File: src/rtl/flow_pkg.sv
// Shared types and constants for the flow valve sequencer and its command queue.
package flow_pkg;

    // Valve vector geometry and dwell counter width
    localparam int N_VALVES = 4;
    localparam int DWELL_W  = 16;

    // Bit positions of each solenoid inside valve_en / cmd_mask
    localparam int V_SOLN1 = 0;
    localparam int V_SOLN2 = 1;
    localparam int V_SOLN3 = 2;
    localparam int V_OUT   = 3;

    // One queued step: which valves to open and for how many cycles
    typedef struct packed {
        logic [N_VALVES-1:0] mask;
        logic [DWELL_W-1:0]  dwell;
    } flow_cmd_t;

    // Sequencer phases; prefixed so they never collide with the GUARD parameter
    typedef enum logic [1:0] {
        ST_IDLE,
        ST_OPEN,
        ST_GUARD
    } flow_state_t;

endpackage

File: src/rtl/flow_cmd_fifo.sv
// Show-ahead synchronous FIFO of sequencer steps with a single-cycle flush.
// DEPTH must be a power of two (>= 2) so the pointers wrap by plain overflow.
module flow_cmd_fifo
    import flow_pkg::*;
#(
    parameter int DEPTH = 4
) (
    input  logic      clk,
    input  logic      rst,
    input  logic      push,
    input  logic      pop,
    input  logic      flush,
    input  flow_cmd_t wr_data,
    output flow_cmd_t rd_data,
    output logic      full,
    output logic      empty
);
    localparam int AW = $clog2(DEPTH);

    flow_cmd_t       mem [DEPTH];
    logic [AW-1:0]   wr_ptr;
    logic [AW-1:0]   rd_ptr;
    logic [AW:0]     count;
    logic            do_push;
    logic            do_pop;

    // A push into a full queue is legal when a pop frees a slot in the same cycle
    assign do_pop  = pop && !empty;
    assign do_push = push && (!full || do_pop);
    assign full    = (count == (AW + 1)'(DEPTH));
    assign empty   = (count == '0);
    assign rd_data = mem[rd_ptr];

    // Pointer and occupancy bookkeeping; flush empties the queue in one cycle
    always_ff @(posedge clk) begin
        if (rst || flush) begin
            wr_ptr <= '0;
            rd_ptr <= '0;
            count  <= '0;
        end else begin
            if (do_push) begin
                wr_ptr <= wr_ptr + AW'(1);
            end
            if (do_pop) begin
                rd_ptr <= rd_ptr + AW'(1);
            end
            case ({do_push, do_pop})
                2'b10:   count <= count + (AW + 1)'(1);
                2'b01:   count <= count - (AW + 1)'(1);
                default: count <= count;
            endcase
        end
    end

    // Storage array carries data only, so it is left out of reset
    always_ff @(posedge clk) begin
        if (do_push && !flush) begin
            mem[wr_ptr] <= wr_data;
        end
    end

endmodule

File: src/rtl/flow_valve_sequencer.sv
// Timed solenoid sequencer: pops queued {mask, dwell} steps, opens the mask for
// dwell cycles, then holds every valve closed for GUARD cycles before the next step.
module flow_valve_sequencer
    import flow_pkg::*;
#(
    parameter int N_INLETS   = 3,
    parameter int GUARD      = 8,
    parameter int FIFO_DEPTH = 4
) (
    input  logic                clk,
    input  logic                rst,
    input  logic                cmd_valid,
    output logic                cmd_ready,
    input  logic [N_VALVES-1:0] cmd_mask,
    input  logic [DWELL_W-1:0]  cmd_dwell,
    input  logic                abort,
    output logic [N_VALVES-1:0] valve_en,
    output logic                busy,
    output logic                step_done,
    output logic                err_illegal,
    output logic [15:0]         step_count
);
    localparam int   GW        = $clog2(GUARD + 1);
    localparam logic GUARD_ONE = (GUARD == 1);

    flow_state_t        state;
    logic [DWELL_W-1:0] dwell_cnt;
    logic [GW-1:0]      guard_cnt;
    flow_cmd_t          wr_cmd;
    flow_cmd_t          head;
    logic               fifo_full;
    logic               fifo_empty;
    logic               accept;
    logic               illegal;
    logic               push;
    logic               pop;
    logic               guard_last;

    // True when two or more solution inlets would be opened together
    function automatic logic inlet_conflict(input logic [N_VALVES-1:0] m);
        logic [N_INLETS-1:0] inl;
        inl = m[N_INLETS-1:0];
        return (inl & (inl - N_INLETS'(1))) != '0;
    endfunction

    // Illegal commands are still handshaken so the host never stalls on them
    assign cmd_ready  = !fifo_full;
    assign accept     = cmd_valid && cmd_ready && !abort;
    assign illegal    = inlet_conflict(cmd_mask);
    assign push       = accept && !illegal;
    assign wr_cmd     = '{mask: cmd_mask, dwell: cmd_dwell};
    assign guard_last = (state == ST_GUARD) && (guard_cnt == GW'(1));
    assign pop        = !abort && !fifo_empty && ((state == ST_IDLE) || guard_last);
    assign busy       = !fifo_empty || (state != ST_IDLE);

    flow_cmd_fifo #(
        .DEPTH (FIFO_DEPTH)
    ) u_fifo (
        .clk     (clk),
        .rst     (rst),
        .push    (push),
        .pop     (pop),
        .flush   (abort),
        .wr_data (wr_cmd),
        .rd_data (head),
        .full    (fifo_full),
        .empty   (fifo_empty)
    );

    // Step FSM with registered valve enables, done pulse, step counter and sticky error
    always_ff @(posedge clk) begin
        if (rst) begin
            state       <= ST_IDLE;
            valve_en    <= '0;
            dwell_cnt   <= '0;
            guard_cnt   <= '0;
            step_done   <= 1'b0;
            step_count  <= '0;
            err_illegal <= 1'b0;
        end else begin
            step_done <= 1'b0;
            if (accept && illegal) begin
                err_illegal <= 1'b1;
            end
            if (abort) begin
                state     <= ST_IDLE;
                valve_en  <= '0;
                dwell_cnt <= '0;
                guard_cnt <= '0;
            end else begin
                case (state)
                    ST_OPEN: begin
                        if (dwell_cnt == DWELL_W'(1)) begin
                            valve_en   <= '0;
                            state      <= ST_GUARD;
                            guard_cnt  <= GW'(GUARD);
                            step_done  <= GUARD_ONE;
                            step_count <= step_count + 16'(GUARD_ONE);
                        end else begin
                            dwell_cnt <= dwell_cnt - DWELL_W'(1);
                        end
                    end
                    ST_GUARD: begin
                        guard_cnt <= guard_cnt - GW'(1);
                        // Raise done so it is visible during the final guard cycle
                        if (guard_cnt == GW'(2)) begin
                            step_done  <= 1'b1;
                            step_count <= step_count + 16'd1;
                        end
                        if (guard_last) begin
                            state <= ST_IDLE;
                        end
                    end
                    default: begin
                    end
                endcase
                // A pop starts the next step and overrides the return to IDLE
                if (pop) begin
                    if (head.dwell != '0) begin
                        state     <= ST_OPEN;
                        valve_en  <= head.mask;
                        dwell_cnt <= head.dwell;
                    end else begin
                        state      <= ST_GUARD;
                        guard_cnt  <= GW'(GUARD);
                        step_done  <= GUARD_ONE;
                        step_count <= step_count + 16'(GUARD_ONE);
                    end
                end
            end
        end
    end

endmodule
File: config.mk
export PLATFORM = sky130hd
export DESIGN_NAME = flow_valve_sequencer
export DESIGN_NICKNAME = d
export VERILOG_FILES = /design/src/rtl/flow_pkg.sv /design/src/rtl/flow_cmd_fifo.sv /design/src/rtl/flow_valve_sequencer.sv
export SDC_FILE = /design/constraint.sdc
export NUM_CORES = 1
export LEC_CHECK = 0
export BUFFER_PORTS_ARGS = -buffer_cell sky130_fd_sc_hd__buf_2
export CAP_MARGIN = 40
export CORE_MARGIN = 8
export CORE_UTILIZATION = 45
export DETAILED_ROUTE_END_ITERATION = 10
export GPL_TIMING_DRIVEN = 0
export HOLD_SLACK_MARGIN = 0.12
export PLACE_DENSITY = 0.69
export SLEW_MARGIN = 20
export SYNTH_ARGS = -nofsm -noshare
export SYNTH_HDL_FRONTEND = slang
export SYNTH_HIERARCHICAL = 1
export SYNTH_SLANG_ARGS = --single-unit
File: constraint.sdc
create_clock -name clk -period 3.4 [get_ports clk]
set_input_delay 0.68 -clock clk [delete_from_list [all_inputs] [get_ports clk]]
set_output_delay 0.68 -clock clk [all_outputs]
set_load 0.05 [all_outputs]
==> out/qor.yml, run 1 <==
post-route-min-period_ns: 3.25
fillCellCount: 1159
ant_nets: 0
crit_path_start_kind: "flip-flop"
crit_path_top_delay_cell: "clkbuf_1"
finalSetupTns_ns: 0
path_delay_family: "buffers and inverters"
drive_gt1_frac: 0.285
boundaryPins: 48
wl_met1_um: 5780
p_total_w: 0.00346
ys_seq_area_frac: 0.554
place_congestion: 0.844
grt_max_degree: 17
antenna_found_initial: 0
crit_top_cell: "buf_4"
fin_crit_sh: 0.957
fp.dieH_um: 134
cp.buffers_inverters: 4
crit_fanout: 10
wire_per_inst_um: 18.3
fp.coreArea_um2: 13700
skew_ns: 0.00579
cp_cell_sequence: "clkbuf_1 -> mux4_2 -> nor4_1 -> and4_1 -> buf_2 -> buf_4 -> buf_4 -> a21oi_1 -> mux2_1"
synthCells: 483
firstDrtPassIters: 6
rsz0062_at_grt: "false"
start_util: 0.456
top_layer: "met4"
ir_worst_vdd_mv: 0.364
ys.flop_type: "edfxtp_1"
async_flop_share: 0
syn_area_per_cell_um2: 12.9
tritoncts: "yes"
status: "completed"
fmax_mhz: 307
crit_required_ns: 3.69
dp_slack_ns: 0.149
crit_arrival_ns: 3.55
post-dp-hpwl_um: 9710
areaGrowthSynthToFinish_pct: 16.9
yosys.area.top_type_share: 0.384
cts.clk_slew.worst_paths_ns: 0.05
grt_pass1_wl_um: 22700
slew_headroom: 0.555
post_cts.repair.setup_buffers: 0
dr_wl_met2_um: 7030
synth-edff-count: 80
cts_buffer_depth: 2
place_area_um2: 6770
synth_fp_nets: 521
io_buffers: 47
cts.sinks: 133
yosys.area.top_type: "edfxtp_1"
wl_um: 13600
p_per_area_nw_per_um2: 473
p_leak_nw: 2.46
track_usage: 0.161
synth_area_um2: 6250
hp-class: "flip-flop to flip-flop"
rows: 43
r2r_setup_slack_ns: 0.15
design_area_um2: 7310
multiInputGateArea_um2: 2560
worstSetupEndpointType: "flip-flop"
register_area_um2: 3460
slowest_delay_ns: 0.52
numCtsBuffers: 17
grt_pass1_vias: 4348
wl_met3_um: 501
overflow: 0
post_cts_resized: 0
drt_iter0_drc: 286
setup_viol_count_final: 0
die-area_um2: 17900
ys_warn_count: 6
vias_per_cell: 5.73
setup_slack_ns: 0.145
die_x_um: 134
ctsHtreeMaxLevel: 4
ys_seq_elements: 133
maxCapViolCount: 0
hold_viol_final: 0
route.detailed.drc: 0
clk_latency_ns: 0.41
fin_hold_ws_ns: 0.474
holdBufCountCts: 0
tightest_slew_ns: 0.667
clock-root-buffer: "clkbuf_16"
ys_top_cells_by_area: "edfxtp_1 (38%), dfxtp_1 (17%), mux4_2 (7.2%), ha_1 (2.6%), mux2_2 (2.0%)"
final_max_slew_viol_count: 0
critPathKind: "flip-flop to flip-flop"
antenna_cells: 0
vias: 4265
nets: 591
synth.distinct_cells: 74
sequential cells by signal (all words and copies together), names as in the netlist, named ones only:
signal / cells
u_fifo/mem: 80
dwell_cnt: 16
step_count: 16
guard_cnt: 4
valve_en: 4
u_fifo/count: 3
state: 2
u_fifo/rd_ptr: 2
u_fifo/wr_ptr: 2
err_illegal: 1
step_done: 1
worst register-to-register path, stage by stage (launching register included):
cell,delay [ns]
dfxtp_1,0.34
clkbuf_1,0.52
mux4_2,0.45
nor4_1,0.49
and4_1,0.26
buf_2,0.21
buf_4,0.24
buf_4,0.21
a21oi_1,0.09
mux2_1,0.33
metrics by stage:
stage | std cells | utilization
after detailed placement | 714 | 0.493
after CTS | 744 | 0.533
after floorplan | 483 | -
after global placement | 710 | 0.489
final | 744 | 0.533
after global routing | 744 | 0.533
metal layers:
metal	vias up	GRT usage
li1	2023	-
met1	2106	0.189
met2	112	0.275
met3	24	0.0348
met4	0	0.0742
met5	-	0
cell usage after synthesis (all sizes together), types with 4 or more instances:
| library cell | n |
|---|---|
| a31oi | 8 |
| nor2 | 32 |
| a32o | 6 |
| or2 | 5 |
| o31ai | 7 |
| nor4 | 9 |
| or4 | 7 |
| nand2b | 7 |
| edfxtp | 80 |
| mux2 | 15 |
| a311oi | 9 |
| or3 | 10 |
| buf | 15 |
| clkbuf | 12 |
| nand3 | 17 |
| a2111oi | 9 |
| nor3 | 12 |
| nand2 | 25 |
| mux4 | 20 |
| ha | 13 |
| xnor2 | 4 |
| o21ai | 12 |
| dfxtp | 53 |
| o41ai | 4 |
| a21oi | 12 |
| nand4 | 4 |
| inv | 15 |
| nor2b | 20 |
| and2 | 4 |
worst paths after layout:
| kind | startpoint | end | depth (start not counted) |
|---|---|---|---|
| max | flip-flop | step_count[3] | 9 |
| min | err_illegal | err_illegal | 2 |
| max reg2reg | flip-flop | step_count[3] | 9 |
| min reg2reg | err_illegal | err_illegal | 2 |
kinds of logic after synthesis:
| group | Yosys count | share of synthesized area |
|---|---|---|
| AO/OA/AOI/OAI | 82 | 0.114 |
| XOR/XNOR | 6 | 0.00841 |
| adder cells (fa/ha/maj) | 15 | 0.0308 |
| buffers and inverters | 43 | 0.0354 |
| flip-flops | 133 | 0.554 |
| multiplexers | 38 | 0.104 |
| AND/OR/NAND/NOR | 166 | 0.154 |
final cells by class:
cell class,count,area share
Sequential cell,133,0.474
Multi-Input combinational cell,307,0.351
Clock buffer,18,0.0587
Tap cell,180,0.0308
Clock inverter,12,0.0149
Inverter,15,0.00770
Buffer,28,0.0226
Timing Repair Buffer,51,0.0404
power by group:
group | internal (W) | switching, W | total [W] | leakage, nW
Sequential | 0.00171 | 0.00000241 | 0.00172 | 1.15
Clock | 0.000995 | 0.000661 | 0.00166 | 0.262
Combinational | 0.0000306 | 0.0000554 | 0.0000860 | 1.06
cell usage in the layout, fill, tap and decap left out, types with 8 or more instances in the layout:
| cell | Yosys | final |
|---|---|---|
| a21oi_1 | 11 | 11 |
| a31oi_1 | 8 | 8 |
| buf_2 | 7 | 54 |
| clkbuf_1 | 9 | 10 |
| clkbuf_16 | 0 | 17 |
| dfxtp_1 | 53 | 53 |
| edfxtp_1 | 80 | 80 |
| ha_1 | 13 | 13 |
| inv_1 | 13 | 13 |
| mux2_2 | 11 | 11 |
| mux4_2 | 20 | 20 |
| nand2_1 | 25 | 25 |
| nand3_1 | 17 | 17 |
| nor2_1 | 32 | 32 |
| nor2b_1 | 19 | 19 |
| nor3_1 | 12 | 12 |
| o21ai_0 | 10 | 10 |
| or3_1 | 8 | 8 |
No activity file was read; power rests on OpenSTA's default activity.
==> run 2: changes to the inputs <==
- PLACE_DENSITY: 0.69 -> 0.7
==> run 2 against run 1 <==
  * Critical path depth is the same
  * Register-to-register slack gained 0.04 ns
  * Count of clock-buffer cells in the layout shrank 1
  * Critical endpoint unchanged
  * Combinational power is essentially flat
  * Global-route usage is essentially flat
  * Clock power grew 11%
  * Non-clock buffer count is the same
  * Routed wire length grew 1.6%
  * Largest cell class unchanged
  * Die area is the same
  * Via count grew 1.5%
==> out/qor.yml, run 2 (synthesis results as in run 1) <==
status: "completed"
start_util: 0.456
tightest_slew_ns: 0.628
die_x_um: 134
clk_latency_ns: 0.43
p_per_area_nw_per_um2: 494
firstDrtPassIters: 4
final_max_slew_viol_count: 0
fp.dieH_um: 134
crit_arrival_ns: 3.53
crit_top_cell: "buf_4"
vias_per_cell: 5.80
finalSetupTns_ns: 0
cp_num_cells: 9
switchingPower_w: 0.000809
hold_depth: 1
place_congestion: 0.836
cp_cell_sequence: "clkbuf_1 -> mux4_2 -> nor4_1 -> and4_1 -> buf_2 -> buf_4 -> buf_4 -> a21oi_1 -> mux2_1"
ctsHtreeMaxLevel: 4
tritoncts: "yes"
nets: 591
cp.buffers_inverters: 4
switching_share: 0.221
boundaryPins: 48
max_flop_register: "u_fifo/mem"
grt_max_degree: 17
comb_power_share: 0.024
numCtsBuffers: 17
top_regs: "u_fifo/mem (80), dwell_cnt (16), step_count (16)"
crit_fanout: 10
wire_per_inst_um: 18.6
rows: 43
ant_nets: 0
drive_gt1_frac: 0.288
final_common_cell: "edfxtp_1"
die-area_um2: 17900
cts.clk_slew.worst_paths_ns: 0.06
hp-class: "input port to flip-flop"
fin_hold_ws_ns: 0.462
grt_pass1_wl_um: 22500
grt_use_met3: 0.0374
post_cts_resized: 0
skew_ns: 0.00861
post_cts.repair.setup_buffers: 0
r2r_setup_slack_ns: 0.19
reg2reg_to: "step_count[3]"
post-route-util: 0.539
io_buffers: 47
worstSetupEndpointType: "flip-flop"
min_to: "u_fifo/mem[0][7]"
slowest_delay_ns: 0.49
cts_buffer_depth: 2
seq_power_share: 0.470
antenna_found_initial: 0
fin_crit_sh: 0.944
clkPwrFrac: 0.507
areaGrowthSynthToFinish_pct: 18.3
layout_common_cells: "edfxtp_1 (80), buf_2 (54), dfxtp_1 (53)"
crit_path_start_kind: "flip-flop"
slew_headroom: 0.581
globalRoute.busiestLayer: "met2"
fp.coreArea_um2: 13700
crit_path_top_delay_cell: "clkbuf_1"
antenna_cells: 0
fillCellCount: 1139
vias: 4328
register_area_um2: 3460
ir_worst_vdd_mv: 0.381
wl_um: 13800
path_delay_family: "buffers and inverters"
p_total_w: 0.00365
post-route-min-period_ns: 3.21
met1_usage: 0.190
drt_iter0_drc: 308
hold_start: "cmd_dwell[7]"
dp_slack_ns: 0.168
holdBufCountCts: 0
p_leak_nw: 2.50
clock-root-buffer: "clkbuf_16"
reg2regPathDepth: 9
setup_viol_count_final: 0
grt_pass1_vias: 4363
track_usage: 0.161
rsz0062_at_grt: "false"
hold_viol_final: 0
overflow: 0
internal_power_w: 0.00285
fmax_mhz: 311
maxCapViolCount: 0
crit_required_ns: 3.72
multiInputGateArea_um2: 2560
post-dp-hpwl_um: 9790
cts.sinks: 133
setup_slack_ns: 0.190
largest_reg_flops: 80
route.detailed.drc: 0
critPathKind: "flip-flop to flip-flop"
use_met2: 0.264
[run 2: cell count changes in the layout (fill, tap and decap cells not counted), moves of 2 or more]
cell      change
clkinv_2      -3
inv_8         +3
inv_6         +3
buf_8         -2
buf_16        +2
[run 2: cell type report]
type	instances	share of cell area
sequential	133	0.469
multi-input combinational	307	0.347
clock buffer	17	0.0575
timing repair buffer	51	0.0433
tap	180	0.0305
clock inverter	15	0.0232
buffer	28	0.0223
inverter	15	0.00762
[run 2: power groups by stage]
stage	registers, W	logic, W	clock network, W
after floorplan	0.00175	0.0000419	0
after global placement	0.00175	0.0000810	0
after detailed placement	0.00175	0.0000857	0
after CTS	0.00172	0.0000863	0.00187
after global routing	0.00172	0.0000942	0.00194
final	0.00172	0.0000860	0.00185
[run 2: stage by stage]
| stage | cell area, um^2 | std cells |
|---|---|---|
| after CTS | 7390 | 746 |
| after floorplan | 6250 | 483 |
| after global routing | 7390 | 746 |
| after global placement | 6710 | 710 |
| final | 7390 | 746 |
| after detailed placement | 6800 | 714 |
[run 2: routing by layer]
metal  vias up  part of all wire
met5         -                 0
met4         0             0.035
met3        33             0.035
met2        99              0.51
met1      2167              0.42
li1       2029                 -
[run 2: worst reg2reg max path: stages, from the launching register on]
cell	delay (ns)
dfxtp_1	0.32
clkbuf_1	0.49
mux4_2	0.45
nor4_1	0.49
and4_1	0.28
buf_2	0.21
buf_4	0.23
buf_4	0.21
a21oi_1	0.09
mux2_1	0.33
[run 2: worst max-delay path by stage]
stage                        to
3_3_place_gp   u_fifo/mem[0][8]
3_5_place_dp      step_count[3]
5_1_grt           step_count[3]
4_1_cts           step_count[3]
6_report          step_count[3]
2_1_floorplan     step_count[3]
